--- src/rtl/cpu_controller.sv ---
// rtl/cpu_controller.sv - Instruction register and Moore control FSM sequencing the 16-bit datapath.
module cpu_controller (
    input  logic        clk,
    input  logic        reset,
    input  logic        s,
    input  logic        load,
    input  logic [15:0] in,
    output logic        w,
    output logic        err,
    output logic [2:0]  readnum,
    output logic [2:0]  writenum,
    output logic        write,
    output logic        vsel,
    output logic        loada,
    output logic        loadb,
    output logic        loadc,
    output logic        loads,
    output logic        asel,
    output logic        bsel,
    output logic [1:0]  ALUop,
    output logic [1:0]  shift,
    output logic [15:0] sximm8
);

    typedef enum logic [2:0] {
        S_WAIT,
        S_DECODE,
        S_GET_A,
        S_GET_B,
        S_COMPUTE,
        S_WRITE_IMM,
        S_WRITE_REG,
        S_ILLEGAL
    } state_t;

    state_t      state;
    state_t      state_next;
    logic [15:0] ir;

    logic [2:0]  opcode;
    logic [1:0]  op;
    logic [2:0]  rn;
    logic [2:0]  rd;
    logic [1:0]  sh;
    logic [2:0]  rm;

    logic        is_mov_imm;
    logic        is_mov_reg;
    logic        is_alu;
    logic        is_cmp;
    logic        is_mvn;

    assign opcode = ir[15:13];
    assign op     = ir[12:11];
    assign rn     = ir[10:8];
    assign rd     = ir[7:5];
    assign sh     = ir[4:3];
    assign rm     = ir[2:0];
    assign sximm8 = {{8{ir[7]}}, ir[7:0]};

    assign is_mov_imm = (opcode == 3'b110) && (op == 2'b10);
    assign is_mov_reg = (opcode == 3'b110) && (op == 2'b00);
    assign is_alu     = (opcode == 3'b101);
    assign is_cmp     = is_alu && (op == 2'b01);
    assign is_mvn     = is_alu && (op == 2'b11);

    // The IR only accepts a new word while idle, so DECODE and later stages always see a stable instruction.
    always_ff @(posedge clk or posedge reset) begin
        if (reset) begin
            state <= S_WAIT;
            ir    <= 16'h0000;
        end else begin
            state <= state_next;
            if (load && (state == S_WAIT)) begin
                ir <= in;
            end
        end
    end

    always_comb begin
        state_next = state;
        w          = 1'b0;
        err        = 1'b0;
        readnum    = 3'd0;
        writenum   = 3'd0;
        write      = 1'b0;
        vsel       = 1'b0;
        loada      = 1'b0;
        loadb      = 1'b0;
        loadc      = 1'b0;
        loads      = 1'b0;
        asel       = 1'b0;
        bsel       = 1'b0;
        ALUop      = 2'b00;
        shift      = 2'b00;

        case (state)
            S_WAIT: begin
                w = 1'b1;
                if (s) begin
                    state_next = S_DECODE;
                end
            end
            S_DECODE: begin
                // MOV reg and MVN have no A operand, so they skip straight to fetching Rm.
                if (is_mov_imm) begin
                    state_next = S_WRITE_IMM;
                end else if (is_mov_reg || is_mvn) begin
                    state_next = S_GET_B;
                end else if (is_alu) begin
                    state_next = S_GET_A;
                end else begin
                    state_next = S_ILLEGAL;
                end
            end
            S_GET_A: begin
                readnum    = rn;
                loada      = 1'b1;
                state_next = S_GET_B;
            end
            S_GET_B: begin
                readnum    = rm;
                loadb      = 1'b1;
                state_next = S_COMPUTE;
            end
            S_COMPUTE: begin
                shift = sh;
                loadc = 1'b1;
                // MOV reg is computed as 0 + shifted Rm.
                ALUop = is_alu ? op : 2'b00;
                asel  = is_mov_reg;
                loads = is_cmp;
                state_next = is_cmp ? S_WAIT : S_WRITE_REG;
            end
            S_WRITE_REG: begin
                writenum   = rd;
                vsel       = 1'b1;
                write      = 1'b1;
                state_next = S_WAIT;
            end
            S_WRITE_IMM: begin
                writenum   = rn;
                vsel       = 1'b0;
                write      = 1'b1;
                state_next = S_WAIT;
            end
            S_ILLEGAL: begin
                err        = 1'b1;
                state_next = S_WAIT;
            end
            default: begin
                state_next = S_WAIT;
            end
        endcase
    end

endmodule

--- config.mk ---
export PLATFORM = sky130hd
export DESIGN_NAME = cpu_controller
export DESIGN_NICKNAME = d
export VERILOG_FILES = /design/src/rtl/cpu_controller.sv
export SDC_FILE = /design/constraint.sdc
export NUM_CORES = 1
export LEC_CHECK = 0
export ABC_AREA = 0
export CAP_MARGIN = 40
export CORE_MARGIN = 2
export CORE_UTILIZATION = 30
export CTS_CLUSTER_SIZE = 14
export DETAILED_ROUTE_END_ITERATION = 10
export PLACE_DENSITY = 0.64
export SYNTH_ARGS = -nofsm -noshare
export SYNTH_HDL_FRONTEND = slang
export SYNTH_SLANG_ARGS = --single-unit
--- constraint.sdc ---
create_clock -name clk -period 4.5 [get_ports clk]
set_clock_uncertainty 0.1 [all_clocks]
set_input_delay 0.9 -clock clk [delete_from_list [all_inputs] [get_ports clk]]
set_output_delay 0.9 -clock clk [all_outputs]
set_load 0.02 [all_outputs]
==> impl_results.md, run 1 <==
- Result of the run: finished, final reports clean
- Post-CTS Setup Repair Bufs: 0
- Overall global routing resource usage: 0.1218
- Total overflow reported by the global router: 0
- Setup crit end kind: primary output
- Portion of total power attributed to the clock network: 0.096
- Cell row count: 22
- Initial Util: 0.3165
- Internal power: 722.4 uW
- Number of nets in the finished design: 165
- Area of the core: 3689 sq um
- Share of layout cells above drive strength 1: 0.1528
- Ranking of synthesized cells by instance count: 19 x dfrtp_1, 17 x buf_4, 9 x mux2_4
- Cell variety after synth: 36
- Measured slew at the worst slew-check pin: 0.7080 ns
- Clock latency at the later pin of the worst-skew pair: 0.26 ns
- Async SR Flop Fraction: 1.000
- Power density cells: 734.1 nW/um^2
- Buffer levels on the longest clock path: 2
- RSZ-0062 raised after global routing: no
- Biggest area contributors in the synthesized netlist: dfrtp_1 41%, mux2_4 12%, buf_4 11%
- Hpwl dp: 2010 um
- Min Clock Period, post-route: 3.128 ns
- Flip-flop and latch count after synthesis: 19
- Maximum VDD drop: 0.0002909 V
- LEAKAGE: 0.0006976 uW
- Max-slew violations: 0
- Clk Tree Root Cell: clkbuf_8
- Setup TNS: 0 ns
- Post-synth EDFFs: 0
- Largest area contributor in the synthesized netlist: dfrtp_1
- Most repeated cell in the gate-level netlist after synthesis: dfrtp_1
- Initial antenna violation count: 0
- Die X: 66.38 um
- Global placement routability congestion: 0.8085
- Worst EP arrival: 2.13 ns
- Number of gates given a new drive strength after cts: 0
- Worst max-slew margin expressed relative to the limit: 0.5275
- Cells after DPL: 188
- Final Instance Area: 1670 sq um
- End-of-flow core utilization: 0.4528
- Synth Flop Type: dfrtp_1
- Worst min path class: register to register
- Die ar.: 4406 sq um
- Via Count: 850
- Cell area after synthesis: 1167 sq um
- Part of the power in combinational logic: 0.598
- Worst setup path class: register to primary output
- Maximum achievable frequency: 319.7 MHz
- Via-per-instance ratio: 4.427
- Final Hold Fails: 0
- Die Span Y: 66.38 um
- CTS Sinks: 19
- First-pass GRT wire length: 4091 um
- Fraction of synthesized cell area taken by the top area cell type: 0.4073
- Total wirelength of the detailed-routed design: 2589 um
- Number of buffers created by CTS: 3
- Top-Level Pins: 56
- Reported max-cap violation count: 0
- Clock input transition at the sequential cells of the worst setup and hold paths: 0.07 ns
- Sw Share: 0.4109
- Switching power total: 503.8 uW
- Number of instances in the synthesized netlist: 106
- Wire length per cell: 13.48 um
- Fillers: 369
- Non-filler instance count after layout: 192
- TritonCTS clock tree: yes
- Vias in the first global route: 872
- Startpoint types: register
- Mean post-synth cell area: 11.01 sq um
- Synth warn: 0
- DRC violations left: 0
- Maximum level of the CTS H-tree: 1
- Sequential Power Share: 0.306
- Diode count: 0
- CTS Hold Bufs: 0
- Placed cell area: 1624 sq um
- Count of input and output buffers: 54
- Post-Route Hold Slack: 0.4048 ns
- Final antenna-violating net count: 0
- Post-synthesis sequential area ratio: 0.4073
- Number of setup violations in the final report: 0
- Area Growth Syn to Fin: 43.09%
- Final Cycle Share: 0.6950
- Length of the first detailed-routing pass in iterations: 3
- Starting DRC count in detailed routing: 12
- Maximum fanout along the worst path: 13
- Required arrival time at the worst endpoint: 3.50 ns
- Synthesized netlist net count: 126
- Largest net degree at the start of global routing: 20
==> sequential cells by signal, summed over array words and instances (netlist names) <==
signal and flops:
ir 16, state 3
==> through the flow <==
| step | power, uW | worst slack [ns] |
|---|---|---|
| 5_1_grt | 1304 | 1.250 |
| 6_report | 1226 | 1.373 |
| 2_1_floorplan | 898.3 | 2.085 |
| 3_3_place_gp | 1098 | 1.699 |
| 3_5_place_dp | 1116 | 1.631 |
| 4_1_cts | 1239 | 1.344 |
==> placed cells by master (no fill, tap or decap), types with 2 or more instances in the layout <==
| cell type | count |
|---|---|
| a22oi_1 | 3 |
| and2_1 | 5 |
| and3_1 | 3 |
| clkbuf_8 | 3 |
| clkdlybuf4s50_1 | 54 |
| dfrtp_1 | 19 |
| inv_1 | 5 |
| mux2_2 | 5 |
| mux2_4 | 9 |
| mux2i_1 | 3 |
| nand2b_1 | 4 |
| nor2_1 | 3 |
| nor2b_1 | 4 |
| o21ai_0 | 2 |
==> routing by layer <==
metal	vias to the layer above	global-route usage	routed length, um
met1	396	0.1635	1185
met2	30	0.1900	1208
met5	-	0	0
li1	419	-	-
met4	0	0.03827	38
met3	5	0.03237	156
==> cells by family after synthesis <==
family / after synthesis / synth area share
AOI/OAI and AO/OA: 12 / 0.07074
buffers and inverters: 26 / 0.1522
DFF: 19 / 0.4073
muxes: 18 / 0.1994
other: 1 / 0.003212
and+or+nand+nor: 30 / 0.1672
==> worst paths after layout <==
| path | start | end | slack (ns) | depth (start not counted) |
|---|---|---|---|---|
| max in group asynchronous | reset | ir[9]$_DFFE_PP0P_ | 2.89 | 2 |
| worst max-delay path | state[2]$_DFFE_PP0P_ | loads | 1.37 | 3 |
| worst max register to register | state[0]$_DFFE_PP0P_ | ir[9]$_DFFE_PP0P_ | 2.74 | 4 |
| worst min register to register | ir[4]$_DFFE_PP0P_ | ir[4]$_DFFE_PP0P_ | 0.40 | 1 |
| worst min-delay path | ir[4]$_DFFE_PP0P_ | ir[4]$_DFFE_PP0P_ | 0.40 | 1 |
| min in group asynchronous | reset | ir[3]$_DFFE_PP0P_ | 0.96 | 2 |
==> critical path, stage by stage (launching register included) <==
cell and delay [ns]:
dfrtp_1 0.54, nor3b_2 0.48, and4_1 0.25, clkdlybuf4s50_1 0.60
==> power groups by stage <==
stage	Combinational, uW	Clock (uW)	Sequential [uW]
5_1_grt	784	128	393
6_report	733	117	376
2_1_floorplan	570	0	328
3_3_place_gp	726	0	373
3_5_place_dp	737	0	378
4_1_cts	742	121	376
==> final cells by class <==
type	count	area [sq um]	share of cell area
tap	48	60.06	0.03596
timing repair buffer	55	555.5	0.3326
inverter	5	18.77	0.01124
multi-input combinational	61	514.2	0.3079
clock inverter	1	5.005	0.002996
sequential	19	475.5	0.2846
clock buffer	3	41.29	0.02472
(Power assumes the default switching activity.)
==> run 2, diff against run 1 <==
Clock period 4.5 ns to 2.9 ns, I/O delays scaled along.
==> run 2 against run 1 <==
Largest cell class unchanged. First-iteration DRC count is 8.3% lower. Sequential share of layout area is 0.096 points higher. Highest routed layer unchanged. Total power is 56% higher.
==> impl_results.md, run 2 (synthesis results as in run 1) <==
- Initial Util: 0.3165 (unchanged)
- Largest registers: ir x16, state x3 (unchanged)
- Diode count: 0 (unchanged)
- Buffer levels on the longest clock path: 2 (unchanged)
- Via Count: 868 (was 850)
- Critical path, cell by cell: nor3b_4 > and4_1 > clkdlybuf4s50_1 (was nor3b_2 > and4_1 > clkdlybuf4s50_1)
- Final antenna-violating net count: 0 (unchanged)
- Number of gates given a new drive strength after cts: 0 (unchanged)
- Area Growth Syn to Fin: 42.98% (was 43.09%)
- End-of-flow core utilization: 0.4525 (was 0.4528)
- Hpwl dp: 2019 um (was 2010 um)
- Worst-case setup slack after placement: 0.3721 ns (was 1.631 ns)
- Result of the run: finished, final reports clean (unchanged)
- Master of the slowest instance on the critical path: clkdlybuf4s50_1 (unchanged)
- Die Span Y: 66.38 um (unchanged)
- Hold path startpoint: ir[4]$_DFFE_PP0P_ (unchanged)
- Count of input and output buffers: 54 (unchanged)
- Worst setup path class: register to primary output (unchanged)
- TritonCTS clock tree: yes (unchanged)
- Top-Level Pins: 56 (unchanged)
- Required arrival time at the worst endpoint: 2.22 ns (was 3.50 ns)
- Power density cells: 1148 nW/um^2 (was 734.1 nW/um^2)
- Via-per-instance ratio: 4.521 (was 4.427)
- Most common cell after layout, fill and taps aside: clkdlybuf4s50_1 (unchanged)
- Vias in the first global route: 920 (was 872)
- Setup TNS: 0 ns (unchanged)
- Total overflow reported by the global router: 0 (unchanged)
- Portion of total power attributed to the clock network: 0.096 (about the same)
- Starting DRC count in detailed routing: 11 (was 12)
- Max-slew violations: 0 (unchanged)
- Largest net degree at the start of global routing: 20 (unchanged)
- Crit Reg-Reg Startpoint: state[2]$_DFFE_PP0P_ (was state[0]$_DFFE_PP0P_)
- Fillers: 368 (was 369)
- Worst max-slew margin expressed relative to the limit: 0.5126 (was 0.5275)
- Worst-case setup margin in the final layout: 0.1855 ns (was 1.373 ns)
- Initial antenna violation count: 0 (unchanged)
- Overall global routing resource usage: 0.1287 (was 0.1218)
- Part of the power in combinational logic: 0.596 (was 0.598)
- Final Cycle Share: 0.9360
- Worst min path class: register to register (unchanged)
- Worst EP arrival: 2.03 ns (was 2.13 ns)
- CTS Sinks: 19 (unchanged)
- Commonest non-fill, non-tap cells in the layout: 54 x clkdlybuf4s50_1, 18 x dfrtp_1, 9 x mux2_4 (was 54 x clkdlybuf4s50_1, 19 x dfrtp_1, 9 x mux2_4)
- DRC violations left: 0 (unchanged)
- Switching power total: 792.3 uW (was 503.8 uW)
- Area of the core: 3689 sq um (unchanged)
- LEAKAGE: 0.0006935 uW (was 0.0006976 uW)
- Sw Share: 0.4134 (was 0.4109)
- Number of buffers created by CTS: 3 (unchanged)
- Die ar.: 4406 sq um (unchanged)
- Maximum fanout along the worst path: 13 (unchanged)
- Number of nets in the finished design: 165 (unchanged)
- Number of flip-flops under the largest register name: 16 (unchanged)
- Final Instance Area: 1669 sq um (was 1670 sq um)
- Final Hold Fails: 0 (unchanged)
- CP Launch Point: state[2]$_DFFE_PP0P_ (unchanged)
- Number of setup violations in the final report: 0 (unchanged)
- Placed cell area: 1617 sq um (was 1624 sq um)
- Share of layout cells above drive strength 1: 0.1528 (unchanged)
- Biggest register: ir (unchanged)
- Post-Route Hold Slack: 0.4128 ns (was 0.4048 ns)
- Total wirelength of the detailed-routed design: 2676 um (was 2589 um)
- Global placement routability congestion: 0.7998 (was 0.8085)
- Maximum achievable frequency: 368.4 MHz
- Clock input transition at the sequential cells of the worst setup and hold paths: 0.07 ns (about the same)
- Post-CTS Setup Repair Bufs: 0 (unchanged)
- Length of the first detailed-routing pass in iterations: 4 (was 3)
- Wire length per cell: 13.94 um (was 13.48 um)
- Cell row count: 22 (unchanged)
- Internal power: 1124 uW (was 722.4 uW)
- Maximum VDD drop: 0.0004495 V (was 0.0002909 V)
- Die X: 66.38 um (unchanged)
- RSZ-0062 raised after global routing: no (unchanged)
- First-pass GRT wire length: 4367 um (was 4091 um)
- Slowest cell delay on critical path: 0.61 ns (was 0.60 ns)
- Maximum level of the CTS H-tree: 1 (unchanged)
- Measured slew at the worst slew-check pin: 0.7303 ns (was 0.7080 ns)
- Clock latency at the later pin of the worst-skew pair: 0.25 ns (was 0.26 ns)
- Sequential Power Share: 0.309 (was 0.306)
- Setup crit end kind: primary output (unchanged)
- Reported max-cap violation count: 0 (unchanged)
- CTS Hold Bufs: 0 (unchanged)
- Clk Tree Root Cell: clkbuf_8 (unchanged)
- Min Clock Period, post-route: 2.714 ns
- Startpoint types: register (unchanged)
## run 2: changes by cell type in the layout (fill, tap and decap cells not counted), sizes merged
cell	delta
clkbuf	+1
clkinv	-1
## run 2: path summary, 6_finish.rpt
| kind | slack [ns] | cells after the start | endpoint |
|---|---|---|---|
| max | 0.19 | 3 | loads |
| min | 0.41 | 1 | ir[4]$_DFFE_PP0P_ |
| max reg2reg | 1.11 | 4 | ir[8]$_DFFE_PP0P_ |
| min reg2reg | 0.41 | 1 | ir[4]$_DFFE_PP0P_ |
| max in group asynchronous | 1.54 | 2 | state[0]$_DFFE_PP0P_ |
| min in group asynchronous | 0.65 | 2 | ir[1]$_DFFE_PP0P_ |
## run 2: area by class of cell
class | count | area [sq um] | area share
Clock buffer | 4 | 45.04 | 0.02699
Inverter | 5 | 18.77 | 0.01124
Multi-Input combinational cell | 61 | 520.5 | 0.3118
Sequential cell | 19 | 476.7 | 0.2856
Tap cell | 48 | 60.06 | 0.03598
Timing Repair Buffer | 55 | 548.0 | 0.3283
## run 2: power groups by stage
stage	sequential [uW]	clock [uW]	combinational, uW
floorplan	510	0	884
global placement	584	0	1130
detailed placement	589	0	1140
CTS	585	191	1150
global route	622	200	1220
finish	592	183	1140
## run 2: through the flow
step	cells	total power [uW]
2_1_floorplan	106	1394
3_3_place_gp	188	1715
3_5_place_dp	188	1729
4_1_cts	192	1923
5_1_grt	192	2039
6_report	192	1917
## run 2: per-layer routing
| layer | up-vias | GRT usage | wire length [um] |
|---|---|---|---|
| li1 | 419 | - | - |
| met1 | 420 | 0.1723 | 1228 |
| met2 | 27 | 0.2100 | 1295 |
| met3 | 2 | 0.02385 | 138 |
| met4 | 0 | 0.03827 | 14 |
| met5 | - | 0 | 0 |
## run 2: worst max-delay path: cells and delay by family, from the launching register on
family	cells	cell delay, ns
buffers and inverters	1	0.61
DFF	1	0.54
and+or+nand+nor	2	0.64
==> patch 1: new RTL, flow settings as in run 1 <==
Register the inputs `s`, `load` and `in` before use, without a reset. The logic sees them one clock later.
--- a/src/rtl/cpu_controller.sv
+++ b/src/rtl/cpu_controller.sv
@@ -32,6 +32,16 @@
         S_WRITE_REG,
         S_ILLEGAL
     } state_t;
+
+    logic s_q;
+    logic load_q;
+    logic [15:0] in_q;
+
+    always_ff @(posedge clk) begin
+        s_q    <= s;
+        load_q <= load;
+        in_q   <= in;
+    end
 
     state_t      state;
     state_t      state_next;
@@ -71,8 +81,8 @@
             ir    <= 16'h0000;
         end else begin
             state <= state_next;
-            if (load && (state == S_WAIT)) begin
-                ir <= in;
+            if (load_q && (state == S_WAIT)) begin
+                ir <= in_q;
             end
         end
     end
@@ -97,7 +107,7 @@
         case (state)
             S_WAIT: begin
                 w = 1'b1;
-                if (s) begin
+                if (s_q) begin
                     state_next = S_DECODE;
                 end
             end
Behaviour: not the same (a bounded check fails within 4 cycles, from zero or initial values and one cycle with reset high).
==> patch 1 against run 1 <==
Design area grew 25%; critical path type unchanged; power grew 24%; synthesized area grew 33%; wire length grew 23%; count of clock-buffer cells in the layout grew 3; highest routed layer unchanged; sequential cell count grew 18; worst setup slack lost 0.073 ns; critical path depth is the same; non-clock buffer count shrank 1; sequential share of layout area grew 11 points.
==> patch 1: results <==
set metrics [dict create \
    drt_wl_total_mm 3.17 \
    reg2reg_slack_ns 2.70 \
    leakagePower_nw 0.862 \
    ys_seq_area_share_pct 53.7 \
    arrival_ns 2.20 \
    reg2regPathDepth 3 \
    reg2reg_from "state[0]" \
    outcome "finished, final reports clean" \
    grt_usage_pct 11.6 \
    worstPathMaxFanout 14 \
    min_from "in_q[13]" \
    drt_first_pass_iters 6 \
    place_congestion 0.784 \
    async_flop_share_pct 51.4 \
    htree_levels 2 \
    drive_gt1_share_pct 16.5 \
    grt_pass1_vias 1030 \
    antennaDiodeCount 0 \
    grt_max_degree 20 \
    ys_top_cells_by_area "dfrtp_1 31%, dfxtp_1 23%, mux2_4 9.6%, buf_4 8.2%, mux2_2 4.3%" \
    grt_first_pass_wirelength_mm 5.16 \
    hold_end "ir[13]" \
    final_cells 234 \
    numCtsBuffers 5 \
    syn_nets 144 \
    layout.nets 183 \
    ctsResizeCount 0 \
    hpwl_mm 2.27 \
    ir_drop_uv 250 \
    clkLatencyLatePin_ns 0.29 \
    fill_cells 503 \
    antenna_found_initial 0 \
    r2r-end "ir[8]" \
    max_slew_margin_pct 50.5 \
    biggestRegsByFlops "in_q: 16 flops, ir: 16 flops, state: 3 flops" \
    finalHoldWorstSlack_ns 0.360 \
    vias_per_cell 4.23 \
    synth_commonest_cells "19 x dfrtp_1, 18 x dfxtp_1, 17 x buf_4" \
    first_iter_violations 35 \
    synth.distinct_cells 35 \
    path_clk_slew_ns 0.07 \
    synthCells 124 \
]
## patch 1: changes by cell type after synthesis, moves of 2 or more
cell     delta
buf_6       -2
nor2b_1     +2
inv_1       -2
dfxtp_1    +18
## patch 1: stage by stage
stage	setup WS (ns)	utilization [%]	area [um^2]
2_1_floorplan	1.84	-	1560
3_3_place_gp	1.72	39.6	2010
5_1_grt	1.16	41.2	2090
4_1_cts	1.29	41.2	2090
6_report	1.30	41.2	2090
3_5_place_dp	1.65	39.6	2010
## patch 1: area by class of cell
class                   instances  area [um^2]  share of cell area (%)
multi-input cells              62          534                    25.5
clock inverters                 2         10.0                   0.478
repair buffers                 54          541                    25.8
clock buffers                   6         72.6                    3.47
well taps                      70         87.6                    4.19
flip-flops and latches         37          836                    40.0
inverters                       3         11.3                   0.538
## patch 1: kinds of logic (layout without fill, tap and decap cells)
logic type | after synthesis | in the layout | share of synthesized area (%)
flops | 37 | 37 | 53.7
simple gates | 32 | 32 | 13.6
buf+inv | 25 | 65 | 12.0
mux | 19 | 19 | 15.9
compound gates | 10 | 10 | 4.58
other cells | 1 | 1 | 0.241
## patch 1: where the power goes
| part | leakage (nW) | internal [mW] | switching [mW] |
|---|---|---|---|
| Sequential | 0.378 | 0.427 | 0.131 |
| Combinational | 0.439 | 0.409 | 0.329 |
| Clock | 0.0450 | 0.107 | 0.113 |
| Total | 0.862 | 0.944 | 0.573 |
## patch 1: critical path, stage by stage, from the launching register on
cell             delay [ns]
dfrtp_1                0.56
nor3b_2                0.45
nor3b_1                0.26
clkdlybuf4s50_1        0.64
## patch 1: worst max path at each step
stage,start,to,slack [ns],depth (start not counted)
detailed placement,state[0],loads,1.65,3
finish,state[0],loads,1.30,3
global route,state[0],loads,1.16,3
CTS,state[0],loads,1.29,3
floorplan,state[0],loads,1.84,3
global placement,state[0],loads,1.72,3
## patch 1: per-layer routing
layer | vias to the layer above | track usage (%) | wire length, um | share of wire (%)
met5 | - | 0 | 0 | 0
li1 | 474 | - | - | -
met3 | 5 | 5.45 | 278 | 8.8
met2 | 47 | 19.3 | 1450 | 46
met1 | 464 | 13.5 | 1410 | 44
met4 | 0 | 2.73 | 32 | 1.0
==> patch 2: new RTL, settings of run 1 <==
Made on the original files. Register the output `ALUop`, with the module's reset; this adds one clock of latency there. The other outputs are not delayed to match.
--- a/src/rtl/cpu_controller.sv
+++ b/src/rtl/cpu_controller.sv
@@ -32,6 +32,8 @@
         S_WRITE_REG,
         S_ILLEGAL
     } state_t;
+
+    logic [1:0] ALUop_d;
 
     state_t      state;
     state_t      state_next;
@@ -91,7 +93,7 @@
         loads      = 1'b0;
         asel       = 1'b0;
         bsel       = 1'b0;
-        ALUop      = 2'b00;
+        ALUop_d    = 2'b00;
         shift      = 2'b00;
 
         case (state)
@@ -127,7 +129,7 @@
                 shift = sh;
                 loadc = 1'b1;
                 // MOV reg is computed as 0 + shifted Rm.
-                ALUop = is_alu ? op : 2'b00;
+                ALUop_d = is_alu ? op : 2'b00;
                 asel  = is_mov_reg;
                 loads = is_cmp;
                 state_next = is_cmp ? S_WAIT : S_WRITE_REG;
@@ -154,5 +156,13 @@
         endcase
     end
 
+    always_ff @(posedge clk or posedge reset) begin
+        if (reset) begin
+            ALUop <= '0;
+        end else begin
+            ALUop <= ALUop_d;
+        end
+    end
+
 endmodule
 
Behaviour: not the same (a bounded check fails within 4 cycles, from zero or initial values and one cycle with reset high).
==> patch 2 against run 1 <==
Design area rose by 1.3%; wire length down 0.85%; die area up 5.0%; power grew 1.6%; critical path depth is 1 higher; synthesized area up 5.4%; worst setup slack lost 0.13 ns; sequential cell count increased by 2.
==> patch 2: results <==
set metrics [dict create \
    seq_cell_count 21 \
    ys_seq_area_share_pct 42.7 \
    clk_path_buf_depth 2 \
    use_met1_pct 15.2 \
    nClkBuffers 4 \
    leakagePower_nw 0.711 \
    layout.nonclk_buf_share_pct 31.9 \
    synthCells 102 \
    reg2reg_from "state[2]" \
    gr-usage-met3_pct 2.80 \
    ir_drop_uv 267 \
    vias_per_cell 4.55 \
    drt-met1-wl_mm 1.17 \
    synth_commonest_cells "21 x dfrtp_1, 18 x buf_4, 10 x mux2_4" \
    num-nonclk-buffers 54 \
    arrival_ns 2.26 \
    htree_levels 1 \
    layout.nets 159 \
    worstPathMaxFanout 9 \
    wl_per_cell_um 13.7 \
    grt_usage_pct 12.2 \
    powerDensity_nw_per_um2 736 \
    internal_power_uw 751 \
    die_w_um 68.0 \
    cp-endpoint "readnum[1]" \
    reg2regPathDepth 3 \
    crit_start "state[0]" \
    reg2reg_slack_ns 2.80 \
    synth-compound-area-share_pct 8.65 \
    final-clk-cell-share_pct 2.66 \
    min_from "ir[3]" \
    wl_met2_mm 1.16 \
    outcome "finished, final reports clean" \
    biggestRegsByFlops "ir: 16 flops, state: 3 flops, ALUop: 2 flops" \
    drive_gt1_share_pct 17.4 \
    fill_cells 365 \
    multi_input_gates 57 \
    worstMarginPinSlew_ns 0.791 \
    grt_max_degree 22 \
    first_iter_violations 54 \
    hpwl_mm 1.92 \
    grt_first_pass_wirelength_mm 4.11 \
    use_met2_pct 19.7 \
    synth.area.mux_share_pct 17.7 \
    drt_first_pass_iters 4 \
    wl_met3_um 194 \
    place_area_um2 1650 \
    place_congestion 0.811 \
    synth.distinct_cells 32 \
    multi_input_area_um2 512 \
    place_inst 184 \
    r2r-end "ir[15]" \
    syn_nets 122 \
    inverters 2 \
    grt_pass1_vias 861 \
]
==> patch 2: how the worst min path moves through the flow <==
stage	to	slack [ns]	depth (start not counted)
2_1_floorplan	ir[14]	0.39	1
3_3_place_gp	ir[14]	0.42	1
3_5_place_dp	ir[4]	0.43	1
4_1_cts	ir[4]	0.45	1
5_1_grt	ir[4]	0.48	1
6_report	ir[3]	0.45	1
==> patch 2: power by group through the flow <==
stage | registers (mW) | logic, mW | clock network (mW)
detailed placement | 0.395 | 0.736 | 0
global placement | 0.388 | 0.733 | 0
finish | 0.392 | 0.732 | 0.122
CTS | 0.394 | 0.740 | 0.124
global route | 0.412 | 0.786 | 0.134
floorplan | 0.342 | 0.606 | 0
==> patch 2: metrics by stage <==
step / hold slack (ns) / worst slack (ns) / util (%)
floorplan: 0.389 / 1.96 / -
global placement: 0.417 / 1.55 / 41.5
detailed placement: 0.431 / 1.53 / 41.5
CTS: 0.452 / 1.24 / 42.6
global route: 0.476 / 1.14 / 42.6
finish: 0.445 / 1.24 / 42.6
